--- config.mk ---
export PLATFORM = sky130hd
export DESIGN_NAME = regs_wb_arbiter
export DESIGN_NICKNAME = d
export VERILOG_FILES = /design/src/rtl/regs_wb_arbiter.sv
export SDC_FILE = /design/constraint.sdc
export NUM_CORES = 1
export LEC_CHECK = 0
export BUFFER_PORTS_ARGS = -buffer_cell sky130_fd_sc_hd__buf_2
export CELL_PAD_IN_SITES_DETAIL_PLACEMENT = 0
export CELL_PAD_IN_SITES_GLOBAL_PLACEMENT = 2
export CORE_ASPECT_RATIO = 1.2
export CORE_MARGIN = 2
export CORE_UTILIZATION = 28
export CTS_BUF_LIST = sky130_fd_sc_hd__clkbuf_8
export DETAILED_ROUTE_END_ITERATION = 10
export GPL_TIMING_DRIVEN = 0
export PLACE_DENSITY = 0.81
export SETUP_SLACK_MARGIN = 0.2
export SLEW_MARGIN = 40
export SYNTH_ARGS = -nofsm -noshare
export SYNTH_HDL_FRONTEND = slang
export SYNTH_SLANG_ARGS = --single-unit
--- constraint.sdc ---
create_clock -name i_clk -period 2.7 [get_ports i_clk]
set_input_delay 0.135 -clock i_clk [delete_from_list [all_inputs] [get_ports i_clk]]
set_output_delay 0.135 -clock i_clk [all_outputs]
set_load 0.01 [all_outputs]
--- src/rtl/regs_wb_arbiter.sv ---
// Arbitrates two writeback sources onto the single regs write port (1-cycle registered write) and keeps the busy scoreboard.
// Backpressure: the losing requester sees rdy low and holds its request; i_ce low stalls every grant.
module regs_wb_arbiter #(
    parameter int STARVE_LIMIT = 4
) (
    input  logic        i_clk,
    input  logic        i_rst,
    input  logic        i_ce,
    input  logic        i_a_vld,
    output logic        o_a_rdy,
    input  logic [4:0]  i_a_addr,
    input  logic [31:0] i_a_dat,
    input  logic        i_b_vld,
    output logic        o_b_rdy,
    input  logic [4:0]  i_b_addr,
    input  logic [31:0] i_b_dat,
    input  logic        i_issue_vld,
    input  logic [4:0]  i_issue_rd,
    input  logic        i_flush,
    input  logic [4:0]  i_rs1,
    input  logic [4:0]  i_rs2,
    output logic        o_hazard,
    output logic [31:0] o_busy,
    output logic        o_we,
    output logic [4:0]  o_addr_wr,
    output logic [31:0] o_dat_wr
);

    localparam int CW = (STARVE_LIMIT > 0) ? $clog2(STARVE_LIMIT + 1) : 1;
    localparam logic [CW-1:0] LIMIT = CW'(STARVE_LIMIT);

    logic [CW-1:0] starve_cnt;
    logic          active;
    logic          force_b;
    logic          xfer;
    logic [4:0]    win_addr;
    logic [31:0]   win_dat;
    logic [31:0]   clr_mask;
    logic [31:0]   set_mask;

    assign active  = i_ce && !i_rst;
    assign force_b = (STARVE_LIMIT != 0) && (starve_cnt == LIMIT);

    // B wins a collision only once A has starved it for LIMIT grants in a row
    assign o_a_rdy = active && i_a_vld && !(i_b_vld && force_b);
    assign o_b_rdy = active && i_b_vld && (!i_a_vld || force_b);

    assign xfer     = o_a_rdy || o_b_rdy;
    assign win_addr = o_b_rdy ? i_b_addr : i_a_addr;
    assign win_dat  = o_b_rdy ? i_b_dat  : i_a_dat;

    always_comb begin
        clr_mask = '0;
        set_mask = '0;
        if (xfer)
            clr_mask[win_addr] = 1'b1;
        if (i_issue_vld && (i_issue_rd != 5'd0))
            set_mask[i_issue_rd] = 1'b1;
    end

    always_ff @(posedge i_clk) begin
        if (i_rst) begin
            starve_cnt <= '0;
        end else if (i_ce) begin
            if (o_b_rdy || !i_b_vld)
                starve_cnt <= '0;
            else if (o_a_rdy && (starve_cnt != LIMIT))
                starve_cnt <= starve_cnt + 1'b1;
        end
    end

    always_ff @(posedge i_clk) begin
        if (i_rst) begin
            o_we      <= 1'b0;
            o_addr_wr <= '0;
            o_dat_wr  <= '0;
        end else if (i_ce) begin
            o_we <= xfer && (win_addr != 5'd0);
            if (xfer) begin
                o_addr_wr <= win_addr;
                o_dat_wr  <= win_dat;
            end
        end else begin
            o_we <= 1'b0;
        end
    end

    // Set after clear: a newly issued producer outranks the retiring one
    always_ff @(posedge i_clk) begin
        if (i_rst) begin
            o_busy <= '0;
        end else if (i_ce) begin
            if (i_flush)
                o_busy <= '0;
            else
                o_busy <= ((o_busy & ~clr_mask) | set_mask) & 32'hFFFF_FFFE;
        end
    end

    assign o_hazard = ((i_rs1 != 5'd0) && o_busy[i_rs1]) ||
                      ((i_rs2 != 5'd0) && o_busy[i_rs2]);

endmodule

==> metrics.md, run 1 <==
| Metric | Value |
|---|---|
| Status | completed |
| CP cell instances | mux4_2 > mux2_4 > a311oi_2 > o2111ai_1 > or4_1 > buf_2 |
| Final Cell Area | 5448 um2 |
| Place WS | 0.02140 ns |
| Max stage delay on crit path | 0.46 ns |
| Synth Area in XOR/XNOR | 0% |
| RR Endpoint | o_busy[20] |
| Gate Count Post-Synth | 470 |
| # IOs | 169 |
| Worst setup path startpoint | o_busy[17] |
| Fmax | 400.6 MHz |
| FF-to-FF path depth | 7 |
| Largest net degree at the start of global routing | 14 |
| Synth Flop Type | dfxtp_1 |
| Synth Area in Adders | 0.6129% |
| CTS tree | yes |
| First-pass GRT wire length | 22360 um |
| Total track usage | 18.52% |
| DRC | 0 |
| Internal power | 1.784 mW |
| Hold slack final | 0.09430 ns |
| Clk sinks | 72 |
| Reg2reg start | starve_cnt[0] |
| Post-Syn Area | 4083 um2 |
| HP Class | in2reg |
| Delay-heaviest family, CP | multiplexers |
| Slew margin rel. | 46.61% |
| Seq/Total Area, Yosys | 35.30% |
| Placer Congestion | 0.8969 |
| Antenna Cells | 0 |
| Max VDD drop | 0.2973 mV |
| Initial DRC count | 200 |
| CP Launch Type | register |
| Pleak | 2.216 nW |
| Unrepaired setup endpoints after global routing | yes |
| Crit path kind | reg2out |
| Die Footprint | 15570 um2 |
| R2r setup slk | 0.41 ns |
| Syn avg cell area | 8.687 um2 |
| WL/cell | 17.32 um |
| Antenna violations before repair | 0 |
| Post-route ant nets | 0 |
| CP Max Fanout | 5 |
| Worst-path clk slew | 0.08 ns |
| Fill cell count | 1473 |
| Final Hold Viols | 0 |
| Buffers & Inverters on Critical Path | 1 |
| Pwr Total | 2.486 mW |
| #FFs+latches synth | 72 |
| Num CTS Buffers | 9 |
| Clock Power Share | 38.7% |
| Total core area | 14290 um2 |
| Input/output buffers | 162 |
| Vias/cell | 5.219 |
| Overflow after GRT | 0 |
| Asr flop ratio synth | 0% |
| Die width | 114.2 um |
| Vias | 4316 |
| Post-synth top area share | 35.30% |
| P&R area growth vs syn | 33.44% |
| Area leader, netlist | dfxtp_1 |
| Synth top area cells | dfxtp_1, mux2i_1, a211oi_1 |
| Hold Crit Depth | 3 |
| Simple-gate share of the synthesized area | 19.40% |
| DRT Pass-1 Iters | 4 |
| Largest family of logic cells by synthesized area | compound AO/OA/AOI/OAI gates |
| Starting Density | 28.56% |
| Fin crit period | 2.496 ns |
| Clock Tree Buf Depth | 2 |
| DRT Wirelength | 14320 um |
| Gate power share | 16.3% |
| Slew Viols, Final | 0 |
| Power Dens Cells | 456.4 nW/um2 |
| Worst EP required | 2.57 ns |
| # hold bufs at CTS | 0 |
| Critical path endpoint category | primary output |
| MaxCap Viol Count | 0 |
| Clock skew | 0.01022 ns |
| Post-DP HPWL | 11130 um |
| H-tree depth | 3 |
| Final period util | 92.44% |
| Crit-path slowest cell | mux4_2 |
| Nets@finish | 745 |
| Setup violators final | 0 |
| Skew-Pair Late Insertion Delay | 0.35 ns |
| Worst Hold End | o_addr_wr[4] |
| Critical hold path startpoint | i_b_addr[4] |
| Num rows | 48 |
| Post-synth EDFFs | 0 |
| Die Y | 136.3 um |
| Compound-Gate Fraction of Synth Area | 21.73% |
| WP data arrival | 2.36 ns |
| Sw Pwr | 702.8 uW |
| Net Sw Frac | 28.26% |
| Mux share of post-synthesis cell area | 19.31% |
| Synth warn | 0 |
| CTS Root Buffer Type | clkbuf_8 |
| Least-Margin Pin Slew | 0.7925 ns |
| Setup TNS | 0 ns |
| Final worst setup slack | 0.2041 ns |
| Flop pwr share | 45.0% |
| Unique masters post-synth | 43 |
| Post-DP Area | 5116 um2 |
| Vias in the first global route | 4214 |
| Syn_nets | 568 |
| Layout cell share with drive strength beyond 1 | 36.81% |
through the flow:
stage,utilization (%),cells
global route,38.11,827
finish,38.11,827
detailed placement,35.79,807
floorplan,-,470
global placement,35.77,807
CTS,37.91,827
power by group through the flow:
stage	Combinational, mW	Sequential, mW	Clock, mW
6_report	0.406	1.12	0.963
5_1_grt	0.450	1.12	1.03
4_1_cts	0.407	1.12	0.997
3_5_place_dp	0.401	1.15	0
3_3_place_gp	0.394	1.15	0
2_1_floorplan	0.193	1.16	0
kinds of logic after synthesis:
kind of cell,count (synthesis)
AOI/OAI and AO/OA,131
and+or+nand+nor,168
adders and majority gates,2
buffers and inverters,33
muxes,63
DFF,72
other,1
cell usage in the layout, fill, tap and decap left out, types with 14 or more instances in the layout:
cell      count
a31o_2       14
nor2_1       57
o21ai_0      26
nand3_1      27
dfxtp_1      64
buf_2       164
mux2i_1      42
a21oi_1      15
a211oi_1     34
nand2_1      45
clkbuf_1     23
worst register-to-register path: cells and delay by family (launching register included):
kind,cells,cell delay [ns]
buf+inv,1,0.08
compound gates,3,0.86
simple gates,2,0.66
fa+ha+maj,1,0.25
flops,1,0.33
how the worst max path moves through the flow:
stage               endpoint  slack [ns]  cells after the start
floorplan           o_hazard        0.53                      5
global placement        o_we        0.07                      8
detailed placement      o_we        0.02                      8
CTS                 o_hazard        0.19                      6
global route        o_hazard        0.08                      6
finish              o_hazard        0.20                      6
cell type report:
cell class,count,area [um2],share of cell area (%)
Tap cell,175,219.0,4.019
Sequential cell,72,1461,26.83
Clock buffer,9,123.9,2.274
Timing Repair Buffer,166,840.8,15.43
Clock inverter,7,96.34,1.768
Buffer,30,137.6,2.526
Multi-Input combinational cell,365,2557,46.95
Inverter,3,11.26,0.2067
sequential cells by signal, summed over array words and instances (netlist names):
signal      cells
o_dat_wr       32
o_we            1
starve_cnt      3
o_addr_wr       5
o_busy         31
timing repair:
action	4_1_cts	5_1_grt
setup endpoints to repair	34	25
setup buffers	4	0
pin swaps	3	2
gates resized for setup	21	7
cells in the mapped netlist, types with 3 or more instances:
cell / count
nor3_1: 3
a211oi_1: 34
nand3_1: 27
a211o_1: 5
nor2b_1: 6
inv_1: 3
a31o_2: 14
a311oi_1: 4
nand4b_1: 4
a31o_1: 5
nor3b_1: 7
mux4_2: 11
mux2i_1: 48
nor2_1: 57
nand2_1: 45
buf_4: 5
nand2b_1: 7
nand4_1: 3
mux2_2: 3
a21oi_1: 19
a31oi_1: 7
clkbuf_1: 23
dfxtp_1: 72
o21ai_0: 26
o21ai_1: 7
metal layers:
| layer | global-route usage (%) | vias up | part of all wire (%) |
|---|---|---|---|
| li1 | - | 2112 | - |
| met4 | 4.065 | 0 | 1.0 |
| met5 | 0 | - | 0 |
| met3 | 5.617 | 10 | 8.9 |
| met2 | 32.24 | 190 | 48 |
| met1 | 22.47 | 2004 | 42 |
Note: power is estimated with default switching activity, not from simulation.
==> run 2: changes to the inputs <==
Settings changed: BUFFER_PORTS_ARGS -buffer_cell sky130_fd_sc_hd__buf_2 to unset, CELL_PAD_IN_SITES_DETAIL_PLACEMENT 0 to unset, CELL_PAD_IN_SITES_GLOBAL_PLACEMENT 2 to unset, CORE_UTILIZATION 28 to 30, DONT_BUFFER_PORTS set to 1, PLACE_DENSITY 0.81 to 0.42.
Clock period 2.7 ns to 3.2 ns, I/O delays scaled along.
==> run 2 against run 1 <==
  * Via count down 15%
  * Highest routed layer unchanged
  * Sequential power down 13%
  * Final cell count down 20%
  * Non-clock buffer count down 162
  * Global-route usage down 0.44 points
  * Setup slack better by 0.25 ns
  * Critical path type unchanged
==> metrics.md, run 2 (synthesis results as in run 1) <==
| Metric | Value |
|---|---|
| Met3 routed WL | 1331 um (+4.1%) |
| DRT Wirelength | 13400 um (-6.5%) |
| DRC | 0 (unchanged) |
| Clock skew | 0.01025 ns (+0.00002680 ns) |
| Met2 WL post-DR | 6625 um (-3.7%) |
| WL met1 | 5312 um (-12%) |
| Vias | 3669 (-15%) |
| Die Footprint | 14560 um2 (-6.5%) |
| DRT Pass-1 Iters | 4 (unchanged) |
| Hold Crit Depth | 2 (-1) |
| Fin crit period | 2.750 ns |
| Clk sinks | 72 (unchanged) |
| WP data arrival | 2.59 ns (+0.23 ns) |
| Max stage delay on crit path | 0.58 ns (+0.12 ns) |
| Status | completed |
| Top Layer Used | met4 |
| HP Class | in2reg |
| Unrepaired setup endpoints after global routing | no |
| Commonest non-fill, non-tap cells in the layout | dfxtp_1, nor2_1, mux2i_1 |
| Worst-path clk slew | 0.09 ns (about the same) |
| Slew Viols, Final | 0 (unchanged) |
| Num CTS Buffers | 9 (unchanged) |
| Combined area of the multi-input logic cells | 2512 um2 (-1.8%) |
| Fill cell count | 1447 (-1.8%) |
| Crit-path slowest cell | or4_1 |
| Largest net degree at the start of global routing | 14 (unchanged) |
| Max reg flops | 32 (unchanged) |
| Num rows | 46 (-4.2%) |
| Die width | 110.5 um (-3.3%) |
| Pleak | 1.457 nW (-34%) |
| Fin util | 34.34% (-3.8 points) |
| CP Launch Type | register |
| Setup violators final | 0 (unchanged) |
| Setup TNS | 0 ns (unchanged) |
| Antenna violations before repair | 0 (unchanged) |
| First-pass GRT wire length | 20800 um (-7.0%) |
| Max VDD drop | 0.2037 mV (-31%) |
| Crit path kind | reg2out |
| Delay-heaviest family, CP | multiplexers |
| FF-to-FF path depth | 9 (+2) |
| Total core area | 13240 um2 (-7.4%) |
| Input/output buffers | 0 (-100%) |
| Worst EP required | 3.04 ns (+0.47 ns) |
| Starting Density | 30.84% (+2.3 points) |
| Clock Tree Buf Depth | 2 (unchanged) |
| WL/cell | 20.36 um (+18%) |
| Top Registers | o_dat_wr x32, o_busy x31, o_addr_wr x5 |
| Total track usage | 18.09% (-0.44 points) |
| Placer Congestion | 0.8910 (-0.66%) |
| Antenna Cells | 0 (unchanged) |
| Vias in the first global route | 3720 (-12%) |
| Power Dens Cells | 421.4 nW/um2 (-7.7%) |
| Post-CTS setup buffers | 0 (-4) |
| Final period util | 85.95% |
| Overflow after GRT | 0 (unchanged) |
| Skew-Pair Late Insertion Delay | 0.36 ns (about the same) |
| Least-Margin Pin Slew | 0.7954 ns (+0.002893 ns) |
| Fmax | 363.6 MHz |
| CTS Root Buffer Type | clkbuf_8 |
| Vias/cell | 5.576 (+6.8%) |
| CP cell instances | mux4_1 > mux2_2 > a311oi_1 > o2111ai_1 > or4_1 |
| P&R area growth vs syn | 11.34% |
| MaxCap Viol Count | 0 (unchanged) |
| Final Hold Viols | 0 (unchanged) |
| Reg with most FFs | o_dat_wr |
| Die Y | 131.8 um (-3.3%) |
| Initial DRC count | 134 (-33%) |
| Post-route ant nets | 0 (unchanged) |
| Critical path endpoint category | primary output |
| H-tree depth | 3 (unchanged) |
| Critical Path Stages | 5 (-1) |
| Nets@finish | 583 (-22%) |
| Layout cell share with drive strength beyond 1 | 11.43% (-25 points) |
| # IOs | 169 (unchanged) |
| Slew margin rel. | 45.45% (-1.2 points) |
| Sequential cell area | 1441 um2 (-1.4%) |
| CP Max Fanout | 5 (unchanged) |
| Critical hold path startpoint | i_a_dat[10] |
| CTS tree | yes |
| Most common cell after layout, fill and taps aside | dfxtp_1 |
| Post-DP HPWL | 10300 um (-7.4%) |
| Worst setup path startpoint | o_busy[19] |
| Reg2reg start | starve_cnt[0] |
| Buffers & Inverters on Critical Path | 0 (-1) |
run 2: cell types whose count changed in the layout (fill, tap and decap cells not counted), sizes merged:
cell | previous run | this run
clkinv | 2 | 4
clkinvlp | 3 | 2
bufinv | 2 | 1
buf | 173 | 7
dlygate4sd3 | 0 | 4
run 2: final cells by class:
class | count | share of cell area, %
inverters | 3 | 0.2477
clock buffers | 9 | 2.725
multi-input cells | 365 | 55.27
repair buffers | 4 | 0.8808
flip-flops and latches | 72 | 31.71
well taps | 168 | 4.624
clock inverters | 7 | 1.596
plain buffers | 30 | 2.945
run 2: per-stage QoR:
step           setup slack (ns)  std cells  area [um2]  hold slack [ns]  total power, mW
2_1_floorplan             1.002        470        4083           0.3190            1.145
3_3_place_gp             0.4923        638        4293           0.3295            1.203
3_5_place_dp             0.5608        638        4304           0.3334            1.206
4_1_cts                  0.3703        658        4541         0.005429            1.946
5_1_grt                  0.2774        658        4546          0.02893            2.017
6_report                 0.4497        658        4546          0.02817            1.915
run 2: worst paths after layout:
kind                   end  slack, ns
min reg2reg  starve_cnt[1]       0.49
max reg2reg   o_addr_wr[1]       0.47
min           o_dat_wr[10]       0.03
max               o_hazard       0.45
run 2: repair_timing:
item | CTS | global route
resized for setup | 0 | 1
endpoints found under the hold margin | 3 | 0
setup endpoints to repair | 0 | 1
hold buffers | 4 | 0
run 2: per-layer routing:
metal  up-vias  track usage (%)
li1       1781                -
met3         9            7.632
met1      1725            20.47
met2       154            30.88
met4         0            5.764
met5         -                0
run 2: report_power, final:
group	switching, mW	total [mW]	internal, mW
combinational	0.135	0.216	0.0814
sequential	0.0416	0.970	0.929
clock	0.369	0.729	0.360
==> run 3: changes to the inputs <==
Settings changed: CORE_MARGIN 2 to 3.
==> run 3 against run 2 <==
  * Routed wire length increased by 1.9%
  * Sequential power about the same
  * Non-clock buffer count unchanged
  * First-iteration DRC count increased by 26%
  * Via count increased by 2.5%
  * Clock power increased by 23%
  * Fmax about the same
  * Design area increased by 1.2%
  * Clock-buffer cell count unchanged
  * Critical path depth unchanged
  * Combinational power about the same
  * Largest cell class unchanged
==> metrics.md, run 3 (synthesis results as in run 1) <==
| Metric | Value |
|---|---|
| Status | completed |
| Max VDD drop | 0.1628 mV (-20%) |
| DRC | 0 (unchanged) |
| Vias in the first global route | 3779 (+1.6%) |
| Final period util | 85.92% (about the same) |
| Num rows | 46 (unchanged) |
| Fmax | 363.7 MHz (about the same) |
| WL/cell | 20.75 um (+1.9%) |
| Setup violators final | 0 (unchanged) |
| Num CTS Buffers | 9 (unchanged) |
| HP Class | in2reg |
| Post-route ant nets | 0 (unchanged) |
| CTS tree | yes |
| Skew-Pair Late Insertion Delay | 0.36 ns (about the same) |
| CP Max Fanout | 5 (unchanged) |
| Nets@finish | 583 (unchanged) |
| Clock Tree Buf Depth | 2 (unchanged) |
| Die Footprint | 15050 um2 (+3.4%) |
| Input/output buffers | 0 (unchanged) |
| Vias/cell | 5.713 (+2.5%) |
| Worst EP required | 3.04 ns (about the same) |
| Vias | 3759 (+2.5%) |
| H-tree depth | 3 (unchanged) |
| WP data arrival | 2.59 ns (about the same) |
| Overflow after GRT | 0 (unchanged) |
| Clk sinks | 72 (unchanged) |
| Total core area | 13300 um2 (+0.44%) |
| Slew margin rel. | 43.97% (-1.5 points) |
| Least-Margin Pin Slew | 0.8404 ns (+0.04498 ns) |
| # IOs | 169 (unchanged) |
| DRT Pass-1 Iters | 4 (unchanged) |
| CTS Root Buffer Type | clkbuf_8 |
| Post-DP Area | 4297 um2 (-0.17%) |
| Fill cell count | 1400 (-3.2%) |
| First-pass GRT wire length | 20890 um (+0.43%) |
| CP Launch Type | register |
| Die Y | 133.8 um (+1.5%) |
| Final Hold Viols | 0 (unchanged) |
| Fin crit period | 2.749 ns (-0.0007720 ns) |
| Crit path kind | reg2out |
| Final Cell Area | 4601 um2 (+1.2%) |
| Starting Density | 30.71% (-0.13 points) |
| P&R area growth vs syn | 12.69% |
| Critical path endpoint category | primary output |
| Reg with most FFs | o_dat_wr |
| Placer Congestion | 0.8610 (-3.4%) |
| Antenna violations before repair | 0 (unchanged) |
| Setup TNS | 0 ns (unchanged) |
| DRT Wirelength | 13650 um (+1.9%) |
| Top Registers | o_dat_wr x32, o_busy x31, o_addr_wr x5 |
| Worst-path clk slew | 0.09 ns (about the same) |
| MaxCap Viol Count | 0 (unchanged) |
| Initial DRC count | 169 (+26%) |
| Pleak | 1.485 nW (+1.9%) |
| Largest net degree at the start of global routing | 14 (unchanged) |
| Total track usage | 17.69% (-0.40 points) |
| Most common cell after layout, fill and taps aside | dfxtp_1 |
| Layout cell share with drive strength beyond 1 | 11.84% (+0.41 points) |
| Power Dens Cells | 453.8 nW/um2 (+7.7%) |
| Clock skew | 0.01278 ns (+0.002529 ns) |
| Slew Viols, Final | 0 (unchanged) |
| Max reg flops | 32 (unchanged) |
| Commonest non-fill, non-tap cells in the layout | dfxtp_1, nor2_1, nand2_1, mux2i_1, a211oi_1 |
| Post-DP HPWL | 10430 um (+1.3%) |
| Post-CTS setup buffers | 0 (unchanged) |
| Antenna Cells | 0 (unchanged) |
| Die width | 112.5 um (+1.8%) |
| Unrepaired setup endpoints after global routing | no |
run 3: cell types whose count changed in the layout (fill, tap and decap cells not counted), sizes merged:
cell	delta
clkinvlp	-1
bufinv	+2
clkinv	-1
run 3: through the flow:
step / cells / util [%] / power [mW] / hold WS (ns) / setup WS [ns]
finish: 658 / 34.60 / 2.088 / 0.01673 / 0.4505
detailed placement: 638 / 32.32 / 1.206 / 0.3351 / 0.5483
global placement: 638 / 32.29 / 1.204 / 0.3299 / 0.4385
global route: 658 / 34.60 / 2.180 / 0.03205 / 0.2344
floorplan: 470 / - / 1.145 / 0.3190 / 1.002
CTS: 658 / 34.45 / 2.111 / 0.006218 / 0.4064
run 3: critical path, stage by stage, from the launching register on:
cell	delay, ns
dfxtp_1	0.40
mux4_1	0.53
mux2_2	0.29
a311oi_1	0.28
o2111ai_1	0.15
or4_1	0.58
run 3: worst paths after layout:
kind	startpoint	end	slack (ns)	cells after the start
setup / recovery	o_busy[19]	o_hazard	0.45	5
hold / removal	i_a_addr[4]	o_addr_wr[4]	0.02	2
setup reg to reg	starve_cnt[0]	o_addr_wr[0]	0.48	9
hold reg to reg	starve_cnt[0]	starve_cnt[0]	0.50	2
run 3: layer usage:
layer  wire (um)  track usage, %  vias up
met3        1346           6.408       15
met5           0               0        -
met1        5449           20.76     1785
li1            -               -     1784
met2        6597           29.99      175
met4         261           5.812        0
run 3: final cells by class:
| cell class | count | area [um2] | share of cell area [%] |
|---|---|---|---|
| multi-input cells | 365 | 2520 | 54.77 |
| flip-flops and latches | 72 | 1441 | 31.33 |
| well taps | 168 | 210.2 | 4.569 |
| plain buffers | 30 | 133.9 | 2.910 |
| clock buffers | 9 | 123.9 | 2.692 |
| clock inverters | 7 | 120.1 | 2.611 |
| repair buffers | 4 | 40.04 | 0.8703 |
| inverters | 3 | 11.26 | 0.2448 |
run 3: power by group:
| part | internal (mW) | leakage, nW | switching, mW |
|---|---|---|---|
| sequential | 0.929 | 0.587 | 0.0420 |
| clock | 0.519 | 0.119 | 0.381 |
| combinational | 0.0822 | 0.779 | 0.135 |
run 3: timing repair:
action                     CTS  global route
hold buffers                 4             0
hold endpoints to repair     3             0
setup endpoints to repair    0             1
resized for setup            0             1
